## src/rtl/store_buffer_ctrl.sv

```systemverilog
// -----------------------------------------------------------------------------
// store_buffer_ctrl
//
// Store buffer and drain controller sitting between the MEM stage and the
// data-memory write port. Committed stores are converted into word-aligned
// writes with byte enables and lane-replicated data, queued in a DEPTH-entry
// FIFO, and drained one at a time over a mem_write/mem_resp handshake. Loads
// that touch the word of any pending store are flagged so the pipeline can
// stall them.
//
// Ports:
//   clk                 clock
//   rst_n               synchronous active-low reset
//   st_valid_i          MEM stage presents a store this cycle
//   st_addr_i           store byte address
//   st_data_i           store data, right-justified
//   st_op_i             00 none, 01 half, 10 byte, 11 word
//   st_ready_o          buffer can accept a store (from registered count only)
//   ld_req_i            a load is being issued this cycle
//   ld_addr_i           load byte address
//   ld_conflict_o       load word matches a pending store
//   mem_port_busy_i     load path owns the memory port this cycle
//   mem_write_o         write request (registered)
//   mem_address_o       word-aligned write address (registered)
//   mem_wdata_o         write data (registered)
//   mem_byte_enable_o   write lane mask (registered)
//   mem_resp_i          write complete
//   sb_count_o          occupied entries
//   sb_empty_o          sb_count_o == 0
// -----------------------------------------------------------------------------
module store_buffer_ctrl #(
    parameter int unsigned DEPTH = 4
) (
    input  logic                     clk,
    input  logic                     rst_n,

    input  logic                     st_valid_i,
    input  logic [31:0]              st_addr_i,
    input  logic [31:0]              st_data_i,
    input  logic [1:0]               st_op_i,
    output logic                     st_ready_o,

    input  logic                     ld_req_i,
    input  logic [31:0]              ld_addr_i,
    output logic                     ld_conflict_o,

    input  logic                     mem_port_busy_i,
    output logic                     mem_write_o,
    output logic [31:0]              mem_address_o,
    output logic [31:0]              mem_wdata_o,
    output logic [3:0]               mem_byte_enable_o,
    input  logic                     mem_resp_i,

    output logic [$clog2(DEPTH):0]   sb_count_o,
    output logic                     sb_empty_o
);

    localparam int unsigned PtrW = $clog2(DEPTH);
    localparam int unsigned CntW = PtrW + 1;

    typedef enum logic [0:0] {
        StIdle,
        StWrite
    } state_e;

    // -------------------------------------------------------------------------
    // State
    // -------------------------------------------------------------------------
    // Only the word address is kept; the byte offset is folded into the enables.
    logic [29:0]     waddr_q [DEPTH];
    logic [31:0]     data_q  [DEPTH];
    logic [3:0]      be_q    [DEPTH];

    logic [PtrW-1:0] wr_ptr_q, wr_ptr_d;
    logic [PtrW-1:0] rd_ptr_q, rd_ptr_d;
    logic [CntW-1:0] count_q, count_d;

    state_e          state_q;
    logic            mem_write_q;
    logic [31:0]     mem_address_q;
    logic [31:0]     mem_wdata_q;
    logic [3:0]      mem_be_q;

    logic            push;
    logic            pop;
    logic            empty;

    logic [3:0]      enc_be;
    logic [31:0]     enc_data;

    logic [PtrW-1:0] offs;
    logic            hit;

    // Low address bits of a load never affect the word match.
    logic            unused_ld_addr;
    assign unused_ld_addr = ^ld_addr_i[1:0];

    // -------------------------------------------------------------------------
    // Store encoding: byte enables and lane-replicated data
    // -------------------------------------------------------------------------
    always_comb begin
        enc_be   = 4'b0000;
        enc_data = st_data_i;
        unique case (st_op_i)
            2'b01: begin
                // Half: addr[0] is ignored, addr[1] selects the upper half.
                enc_be   = st_addr_i[1] ? 4'b1100 : 4'b0011;
                enc_data = {2{st_data_i[15:0]}};
            end
            2'b10: begin
                enc_be   = 4'b0001 << st_addr_i[1:0];
                enc_data = {4{st_data_i[7:0]}};
            end
            2'b11: begin
                enc_be   = 4'b1111;
                enc_data = st_data_i;
            end
            default: begin
                enc_be   = 4'b0000;
                enc_data = st_data_i;
            end
        endcase
    end

    // -------------------------------------------------------------------------
    // FIFO control
    // -------------------------------------------------------------------------
    assign empty      = (count_q == '0);
    // Deliberately from the registered count: a same-cycle pop does not free a slot.
    assign st_ready_o = (count_q != CntW'(DEPTH));
    assign push       = st_valid_i & st_ready_o & (st_op_i != 2'b00);
    assign pop        = (state_q == StWrite) & mem_resp_i;

    always_comb begin
        wr_ptr_d = wr_ptr_q;
        rd_ptr_d = rd_ptr_q;
        count_d  = count_q;
        if (push) begin
            wr_ptr_d = wr_ptr_q + PtrW'(1);
        end
        if (pop) begin
            rd_ptr_d = rd_ptr_q + PtrW'(1);
        end
        unique case ({push, pop})
            2'b10:   count_d = count_q + CntW'(1);
            2'b01:   count_d = count_q - CntW'(1);
            default: count_d = count_q;
        endcase
    end

    always_ff @(posedge clk) begin
        if (!rst_n) begin
            wr_ptr_q <= '0;
            rd_ptr_q <= '0;
            count_q  <= '0;
        end else begin
            wr_ptr_q <= wr_ptr_d;
            rd_ptr_q <= rd_ptr_d;
            count_q  <= count_d;
        end
    end

    // Entry payload needs no reset: validity is tracked by the pointers and count.
    always_ff @(posedge clk) begin
        if (push) begin
            waddr_q[wr_ptr_q] <= st_addr_i[31:2];
            data_q[wr_ptr_q]  <= enc_data;
            be_q[wr_ptr_q]    <= enc_be;
        end
    end

    // -------------------------------------------------------------------------
    // Drain FSM with registered memory-port outputs
    // -------------------------------------------------------------------------
    always_ff @(posedge clk) begin
        if (!rst_n) begin
            state_q       <= StIdle;
            mem_write_q   <= 1'b0;
            mem_address_q <= '0;
            mem_wdata_q   <= '0;
            mem_be_q      <= '0;
        end else begin
            unique case (state_q)
                StIdle: begin
                    // mem_resp_i is ignored here; nothing is outstanding.
                    if (!empty && !mem_port_busy_i) begin
                        state_q       <= StWrite;
                        mem_write_q   <= 1'b1;
                        mem_address_q <= {waddr_q[rd_ptr_q], 2'b00};
                        mem_wdata_q   <= data_q[rd_ptr_q];
                        mem_be_q      <= be_q[rd_ptr_q];
                    end
                end
                StWrite: begin
                    // Outputs hold until the response; port-busy is not consulted.
                    if (mem_resp_i) begin
                        state_q     <= StIdle;
                        mem_write_q <= 1'b0;
                    end
                end
                default: begin
                    state_q     <= StIdle;
                    mem_write_q <= 1'b0;
                end
            endcase
        end
    end

    assign mem_write_o       = mem_write_q;
    assign mem_address_o     = mem_address_q;
    assign mem_wdata_o       = mem_wdata_q;
    assign mem_byte_enable_o = mem_be_q;

    // -------------------------------------------------------------------------
    // Load conflict: compare against every valid entry, head included
    // -------------------------------------------------------------------------
    always_comb begin
        hit  = 1'b0;
        offs = '0;
        for (int unsigned i = 0; i < DEPTH; i++) begin
            // Entry i is valid when its distance from the head is below the count.
            offs = PtrW'(i) - rd_ptr_q;
            if ((CntW'(offs) < count_q) && (waddr_q[i] == ld_addr_i[31:2])) begin
                hit = 1'b1;
            end
        end
    end

    assign ld_conflict_o = ld_req_i & hit;

    assign sb_count_o = count_q;
    assign sb_empty_o = empty;

endmodule

```

## config.mk

```make
export PLATFORM = sky130hd
export DESIGN_NAME = store_buffer_ctrl
export DESIGN_NICKNAME = d
export VERILOG_FILES = /design/src/rtl/store_buffer_ctrl.sv
export SDC_FILE = /design/constraint.sdc
export NUM_CORES = 1
export LEC_CHECK = 0
export ABC_CLOCK_PERIOD_IN_PS = 4600
export CAP_MARGIN = 5
export CORE_MARGIN = 8
export CORE_UTILIZATION = 56
export CTS_BUF_LIST = sky130_fd_sc_hd__clkbuf_16
export CTS_CLUSTER_DIAMETER = 150
export DETAILED_ROUTE_END_ITERATION = 16
export PLACE_DENSITY = 0.8
export SYNTH_ARGS = -nofsm -noshare
export SYNTH_HDL_FRONTEND = slang
export SYNTH_SLANG_ARGS = --single-unit
```

## constraint.sdc

```tcl
create_clock -name clk -period 4.6 [get_ports clk]
set_clock_uncertainty 0.2 [all_clocks]
set_input_delay 1.15 -clock clk [delete_from_list [all_inputs] [get_ports clk]]
set_output_delay 1.15 -clock clk [all_outputs]
set_load 0.05 [all_outputs]
```

==> qor.csv, run 1 <==
metric,value,unit
outcome,"complete, no violations",
hold_start,mem_address_o[12]$_SDFFE_PN0P_,
synthTopCellsByArea,"edfxtp_1 55%, dfxtp_1 10%, mux4_2 10%, xor2_1 6.9%, nand2_1 3.8%",
critPathRequiredTime,3.25,ns
instances_no_fill,1518,
die_width,176.3,um
coreArea,25180,um^2
synth_mux_area_frac,0.1040,
ant_nets,0,
drive_gt1_frac,0.1494,
drt_iter0_drc,847,
synth_top_family_by_area,multiplexers,
path_clk_slew,0.06,ns
firstDrtPassIters,5,
wire_per_inst,23.95,um
ioPinCount,179,
cp-end-kind,primary output,
hold_class,register to register,
row_count,58,
path_max_fanout,4,
maxCapViolCount,0,
place_congestion,0.8547,
synth_cells,956,
area_growth,24.11,%
r2r-start,sb_count_o[1]$_SDFFE_PN0P_,
synth_compound_area_frac,0.05912,
grt_first_pass_wirelength,54.50,mm
dp_cells,1451,
cts_buffers,35,
grt_max_degree,58,
avgSynthCellArea,15.05,um^2
setup_violations,0,
r2r_cells,10,
finalHoldViolations,0,
synth-edff-count,264,
cts_root_buf,clkbuf_16,
synth_xor_area_frac,0.07668,
slew_viol_final,0,
insertion_delay,0.52,ns
ys_seq_area_frac,0.6552,
vias,8998,
arrival,3.24,ns
yosysTopAreaCell,edfxtp_1,
nets,1276,
grt_pass1_vias,9258,
overflow,0,
ys_types,39,
synth-main-ff-cell,edfxtp_1,
fin_crit_sh,0.9983,
period_minus_slack,4.592,ns
synthAdderAreaFrac,0.01269,
initial_core_util,0.5715,
dieArea,31090,um^2
yosys.area_share.simple,0.06747,
max_slew_margin,0.4081,
port_buffers,174,
fillers,1583,
crit_path_start,ld_addr_i[30],
synth_top_area_frac,0.5509,
die_h,176.3,um
antenna_found_initial,5,
async_reset_ff_frac,0,
cts_max_level,2,
multi_input_area,4692,um^2
drc,0,
cts_setup_buffers,0,
track_usage,0.2322,
fmax,217.8,MHz
critPathLaunchType,primary input,
synth-seq-cells,339,
routed_wl,36.36,mm
ff_latch_area,9434,um^2
clock_sinks,339,
worstMarginPinSlew,0.8878,ns
hold_depth,2,
p_leak,6.043,nW
p_per_area,415.0,nW/um^2
ys.warnings.count,0,
hold_slack,0.2516,ns
cts_tree,yes,
synth_area,14390,um^2
vdd_ir_drop_max,0.3469,mV
clockBufferDepth,3,
finalPower,0.007412,W
crit_type,primary input to primary output,
via_per_inst,5.928,
hpwlAfterDp,24.68,mm
-- per-layer routing --
layer  GRT usage  vias to the layer above  wire length, um
met3     0.04871                       79             3391
met1      0.2952                     4472            13850
met4     0.09007                        4             1133
met5           0                        -               27
met2      0.3867                      483            17960
li1            -                     3960                -
-- area by class of cell --
type,instances,area share
clock buffers,36,0.05044
diodes,3,0.0004203
clock inverters,28,0.01205
well taps,330,0.02312
repair buffers,214,0.1182
flip-flops and latches,339,0.5282
multi-input cells,545,0.2627
inverters,23,0.004834
-- worst paths after layout --
check,slack [ns],to
min,0.25,mem_address_o[12]$_SDFFE_PN0P_
max,0.008,ld_conflict_o
max reg2reg,1.98,sb_count_o[2]$_SDFFE_PN0P_
min reg2reg,0.25,mem_address_o[12]$_SDFFE_PN0P_
-- worst max-delay path, cell delays in order --
cell             delay (ns)
clkdlybuf4s50_1        0.58
xor2_1                 0.38
nor4_1                 0.12
nand4_1                0.19
a2111oi_2              0.08
or4_4                  0.58
buf_12                 0.17
-- cells in the final DEF, fill, tap and decap left out, drive strengths merged, types with 3 or more instances in the layout --
| cell | synthesis | final |
|---|---|---|
| edfxtp | 264 | 264 |
| clkdlybuf4s50 | 0 | 171 |
| nand2 | 144 | 144 |
| xor2 | 113 | 113 |
| dfxtp | 75 | 75 |
| a21boi | 69 | 69 |
| mux4 | 66 | 66 |
| buf | 27 | 42 |
| clkbuf | 23 | 36 |
| inv | 23 | 34 |
| nor4 | 24 | 24 |
| a21oi | 17 | 17 |
| xnor2 | 13 | 13 |
| nor2 | 13 | 13 |
| ha | 13 | 13 |
| clkinv | 0 | 13 |
| and2 | 10 | 10 |
| a22oi | 8 | 8 |
| a22o | 8 | 8 |
| o22ai | 8 | 8 |
| nand4 | 8 | 8 |
| nor3 | 6 | 6 |
| nand3 | 5 | 5 |
| a2111oi | 4 | 4 |
| diode | 0 | 3 |
| bufinv | 0 | 3 |
-- cells in the mapped netlist (4+ instances only) --
library cell	number
buf_4	9
clkbuf_1	23
edfxtp_1	264
and2_1	10
o22ai_1	8
inv_1	23
nor2_1	13
a22o_1	8
xnor2_1	13
nor4_1	23
nor3_1	4
a21oi_1	17
buf_2	13
a22oi_1	8
nand4_1	8
a21boi_1	29
a2111oi_0	4
nand3_1	5
buf_6	4
xor2_1	113
nand2_1	144
ha_1	13
dfxtp_1	75
a21boi_0	40
mux4_2	66
-- report_power, final --
| part | internal, W | switching, W | total [W] |
|---|---|---|---|
| clock network | 0.00159 | 0.00113 | 0.00273 |
| registers | 0.00349 | 0.0000797 | 0.00357 |
| logic | 0.000419 | 0.000693 | 0.00111 |
| total | 0.00551 | 0.00191 | 0.00741 |
-- state kept, by name, summed over array words and instances, names as in the netlist --
| name | flops |
|---|---|
| be_q | 16 |
| data_q | 128 |
| mem_address_o | 30 |
| mem_byte_enable_o | 4 |
| mem_wdata_o | 32 |
| mem_write_o | 1 |
| rd_ptr_q | 2 |
| sb_count_o | 3 |
| state_q | 1 |
| waddr_q | 120 |
| wr_ptr_q | 2 |
-- kinds of logic after synthesis --
group | count (synthesis)
AO/OA/AOI/OAI | 119
XOR/XNOR | 126
adder cells (fa/ha/maj) | 14
buffers and inverters | 73
flip-flops | 339
multiplexers | 67
other | 1
AND/OR/NAND/NOR | 217
-- stage by stage --
stage          TNS [ns]    util  worst slack (ns)  instance area [um^2]
2_1_floorplan         0       -            0.6207                 14400
3_3_place_gp          0  0.6619          0.007699                 16670
3_5_place_dp   -0.01946  0.6619          -0.01946                 16670
4_1_cts               0  0.7067           0.01607                 17800
5_1_grt         -0.1250  0.7093           -0.1250                 17860
6_report              0  0.7093          0.007819                 17860
-- timing repair --
action / 4_1_cts / 5_1_grt
pin swaps: 1 / 3
hold buffers: 0 / 0
setup endpoints to repair: 1 / 1
gates resized for setup: 4 / 11
Power figures use the tool's default switching activity.
==> inputs of run 2 (changes only) <==
ABC_CLOCK_PERIOD_IN_PS = 4000   (was 4600)
CORE_UTILIZATION = 50   (was 56)
GPL_ROUTABILITY_DRIVEN = 0   (was unset)
PLACE_DENSITY = 0.76   (was 0.8)
clock period = 4 ns   (was 4.6 ns; I/O delays follow)
==> qor.csv, run 2 (synthesized netlist as in run 1, its figures left out) <==
metric,value,unit
cts_hold_buf,0,
ioPinCount,179,
finalHoldViolations,0,
critPathRequiredTime,2.80,ns
path_max_fanout,3,
setup_violations,0,
multi_input_area,4913,um^2
insertion_delay,0.52,ns
firstDrtPassIters,5,
path_clk_slew,0.06,ns
drc,0,
cts_tree,yes,
clock_sinks,339,
row_count,62,
cp.depth,8,
outcome,"complete, no violations",
grt_max_degree,67,
arrival,2.75,ns
instances_no_fill,1583,
cts_max_level,2,
fin_setup_tns,0,ns
drive_gt1_frac,0.1955,
critPathBufInv,3,
track_usage,0.2069,
layout_setup_ws,0.04963,ns
dp_cells,1516,
routed_wl,35.73,mm
vias,8786,
overflow,0,
cp-endpoint,ld_conflict_o,
reg2reg_to,mem_address_o[20]$_SDFFE_PN0P_,
nets,1288,
dieArea,34470,um^2
hpwlAfterDp,24.36,mm
mostFrequentLayoutCells,"264 x edfxtp_1, 144 x nand2_1, 142 x clkdlybuf4s50_1",
fillers,2066,
hold_slack,0.2502,ns
die_width,185.7,um
crit_family,simple AND/OR/NAND/NOR gates,
period_minus_slack,3.950,ns
worstMarginPinSlew,0.7058,ns
r2r_cells,5,
crit_path_start,ld_addr_i[22],
ff_latch_area,9434,um^2
slowest_stage,a2111oi_4,
critPathLaunchType,primary input,
pre_cts_ws,-0.3427,ns
r2r_slack,1.09,ns
max_slew_margin,0.5295,
p_leak,6.153,nW
rsz0062_at_grt,false,
crit_chain,"clkbuf_2, buf_4, xor2_1, nor4_2, nand4_1, a2111oi_4, or4_4, buf_12",
largest_register_ffs,128,
clockBufferDepth,3,
crit_type,primary input to primary output,
p_per_area,461.7,nW/um^2
die_h,185.7,um
cp-end-kind,primary output,
largest-register,data_q,
cts_buffers,36,
slew_viol_final,0,
r2r-start,rd_ptr_q[0]$_SDFFE_PN0P_,
hold_class,register to register,
grt_first_pass_wirelength,53.25,mm
wire_per_inst,22.57,um
drt_iter0_drc,781,
final_common_cell,edfxtp_1,
grt_pass1_vias,9142,
vdd_ir_drop_max,0.3741,mV
fmax,253.1,MHz
port_buffers,174,
via_per_inst,5.550,
cts_root_buf,clkbuf_16,
ant_nets,0,
coreArea,28550,um^2
fin_crit_sh,0.9876,
maxCapViolCount,0,
area_growth,26.24,%
critical_path.max_stage_delay,0.39,ns
initial_core_util,0.5041,
antenna_found_initial,2,
==> run 2: how the worst min path moves through the flow <==
stage | from | endpoint | slack, ns | cells after the start
floorplan | state_q$_SDFF_PN0_ | state_q$_SDFF_PN0_ | 0.28 | 2
CTS | mem_address_o[12]$_SDFFE_PN0P_ | mem_address_o[12]$_SDFFE_PN0P_ | 0.25 | 2
global route | mem_address_o[28]$_SDFFE_PN0P_ | mem_address_o[28]$_SDFFE_PN0P_ | 0.27 | 2
finish | mem_address_o[12]$_SDFFE_PN0P_ | mem_address_o[12]$_SDFFE_PN0P_ | 0.25 | 2
detailed placement | mem_address_o[12]$_SDFFE_PN0P_ | mem_address_o[12]$_SDFFE_PN0P_ | 0.24 | 2
global placement | mem_address_o[12]$_SDFFE_PN0P_ | mem_address_o[12]$_SDFFE_PN0P_ | 0.24 | 2
==> run 2: timing repair <==
| item | 4_1_cts | 5_1_grt |
|---|---|---|
| pin swaps | 26 | 20 |
| buffers inserted | 0 | 0 |
| resized for setup | 73 | 40 |
| gates cloned | 0 | 0 |
| setup endpoints to repair | 1 | 1 |
==> run 2: cell type report <==
class                   instances  share of cell area
diodes                          2           0.0002755
clock buffers                  36             0.04959
clock inverters                29            0.008747
inverters                      23            0.004752
multi-input cells             545              0.2705
flip-flops and latches        339              0.5193
well taps                     384             0.02645
repair buffers                225              0.1205
==> run 2: where the power goes <==
group	internal [W]	total (W)	switching [W]
clock	0.00165	0.00299	0.00133
sequential	0.00402	0.00411	0.0000914
combinational	0.000492	0.00129	0.000801
==> run 2: through the flow <==
step           area [um^2]    util  power [W]
2_1_floorplan        14400       -   0.004922
3_3_place_gp         16890  0.5917   0.005433
3_5_place_dp         16890  0.5917   0.005459
4_1_cts              18150  0.6357   0.008432
5_1_grt              18160  0.6363   0.008678
6_report             18170  0.6364   0.008389
==> run 2: worst reg2reg max path: stages, from the launching register on <==
cell and delay [ns]:
dfxtp_4 0.53, buf_4 0.54, buf_4 0.66, mux4_2 0.64, nand2_1 0.13, a21boi_0 0.09
==> run 2: per-layer routing <==
metal,GRT usage,vias to the layer above,share of wire
met1,0.2651,4398,0.40
met2,0.3499,385,0.50
met3,0.04646,45,0.087
li1,-,3956,-
met4,0.06065,2,0.019
met5,0,-,0.00036
==> inputs of run 3 (changes only) <==
SETUP_SLACK_MARGIN = 0.3   (was unset)
TNS_END_PERCENT = 50   (was unset)
==> qor.csv, run 3 (synthesized netlist as in run 1, its figures left out) <==
metric,value,unit
outcome,"complete, no violations",
max_slew_margin,0.4321,
min_to,mem_address_o[12]$_SDFFE_PN0P_,
largest-register,data_q,
ant_nets,0,
r2r_cells,5,
rsz0062_at_grt,true,
clkPwrFrac,0.366,
wire_per_inst,22.88,um
largest_register_ffs,128,
hold_class,register to register,
routed_wl,36.22,mm
ioPinCount,179,
hold_depth,2,
port_buffers,174,
path_clk_slew,0.06,ns
fmax,263.2,MHz
die_width,185.7,um
path_max_fanout,3,
grt_pass1_vias,9264,
grt_first_pass_wirelength,54.39,mm
cts_max_level,2,
initial_core_util,0.5041,
vdd_ir_drop_max,0.3214,mV
antenna_found_initial,2,
arrival,2.60,ns
crit_type,primary input to primary output,
p_int,0.006304,W
hold_start,mem_address_o[12]$_SDFFE_PN0P_,
worstMarginPinSlew,0.8518,ns
r2r-start,rd_ptr_q[0]$_SDFFE_PN0P_,
setup_violations,0,
drt_iter0_drc,806,
instances_no_fill,1583,
dp_cells,1515,
vias,8894,
finalPower,0.008558,W
nets,1288,
maxCapViolCount,0,
power_frac_seq,0.481,
cts_root_buf,clkbuf_16,
slew_viol_final,0,
drc,0,
period_minus_slack,3.799,ns
critPathLaunchType,primary input,
final_common_cell,edfxtp_1,
switching_share,0.2634,
area_growth,27.46,%
finalHoldViolations,0,
fin_setup_tns,0,ns
cts_buffers,36,
track_usage,0.2107,
overflow,0,
mostFrequentLayoutCells,"264 x edfxtp_1, 144 x nand2_1, 142 x clkdlybuf4s50_1",
clockBufferDepth,3,
insertion_delay,0.53,ns
firstDrtPassIters,5,
r2r_slack,1.14,ns
dieArea,34470,um^2
row_count,62,
switching_power,0.002254,W
fin_crit_sh,0.9499,
reg2reg_to,mem_address_o[10]$_SDFFE_PN0P_,
p_leak,6.174,nW
via_per_inst,5.618,
clock_sinks,339,
post-route-util,0.6425,
power_frac_comb,0.153,
die_h,185.7,um
critPathRequiredTime,2.80,ns
cp-end-kind,primary output,
p_per_area,466.6,nW/um^2
hpwlAfterDp,24.22,mm
fillers,2071,
coreArea,28550,um^2
cts_tree,yes,
grt_max_degree,67,
drive_gt1_frac,0.2120,
[run 3: cell types whose count changed in the layout (fill, tap and decap cells not counted), moves of 4 or more]
cell | previous run | this run
xor2_1 | 96 | 92
dlygate4sd2_1 | 11 | 0
clkdlybuf4s15_2 | 0 | 7
buf_6 | 2 | 14
buf_4 | 38 | 32
buf_2 | 2 | 18
clkbuf_2 | 14 | 0
[run 3: critical path: stages]
cell and delay [ns]:
buf_2 0.12, buf_6 0.12, xor2_1 0.13, nor4_1 0.31
nand3_1 0.20, a2111oi_4 0.36, or4_4 0.21, buf_12 0.13
[run 3: how the worst max path moves through the flow]
| stage | from | to | cells past startpoint |
|---|---|---|---|
| detailed placement | ld_addr_i[12] | ld_conflict_o | 8 |
| CTS | ld_addr_i[2] | ld_conflict_o | 9 |
| floorplan | ld_addr_i[26] | ld_conflict_o | 5 |
| global placement | ld_addr_i[16] | ld_conflict_o | 9 |
| finish | ld_addr_i[18] | ld_conflict_o | 8 |
| global route | ld_addr_i[18] | ld_conflict_o | 8 |
[run 3: metrics by stage]
stage	cell area, um^2	setup WS (ns)	hold slack, ns
after floorplan	14400	0.5528	0.2807
after global placement	16850	-0.3361	0.2400
after detailed placement	16850	-0.3217	0.2455
after CTS	18290	0.2654	0.2534
after global routing	18340	0.1868	0.2702
final	18340	0.2005	0.2506
[run 3: final cells by class]
type / instances / area, um^2 / area share
multi-input cells: 545 / 5020 / 0.2737
clock buffers: 36 / 900.9 / 0.04911
well taps: 384 / 480.5 / 0.02619
inverters: 23 / 86.33 / 0.004707
diodes: 1 / 2.502 / 0.0001364
clock inverters: 30 / 215.2 / 0.01173
repair buffers: 225 / 2203 / 0.1201
flip-flops and latches: 339 / 9434 / 0.5143
[run 3: repair_timing]
item	in CTS	in global routing
resized for setup	179	9
pin swaps	36	7
hold endpoints to repair	0	0
hold buffers	0	0
buffers inserted	1	0
endpoints found under the setup margin	1	1
[run 3: routing by layer]
layer | wire [um] | GRT usage | up-vias
met5 | 27 | 0 | -
met4 | 973 | 0.06701 | 4
met3 | 2667 | 0.04138 | 69
met2 | 17860 | 0.3502 | 366
met1 | 14680 | 0.2769 | 4493
li1 | - | - | 3962
[run 3: power by group through the flow]
stage | sequential, W | clock, W | combinational [W]
after floorplan | 0.00439 | 0 | 0.000528
after global placement | 0.00417 | 0 | 0.00126
after detailed placement | 0.00418 | 0 | 0.00127
after CTS | 0.00411 | 0.00318 | 0.00131
after global routing | 0.00413 | 0.00333 | 0.00139
final | 0.00411 | 0.00313 | 0.00131
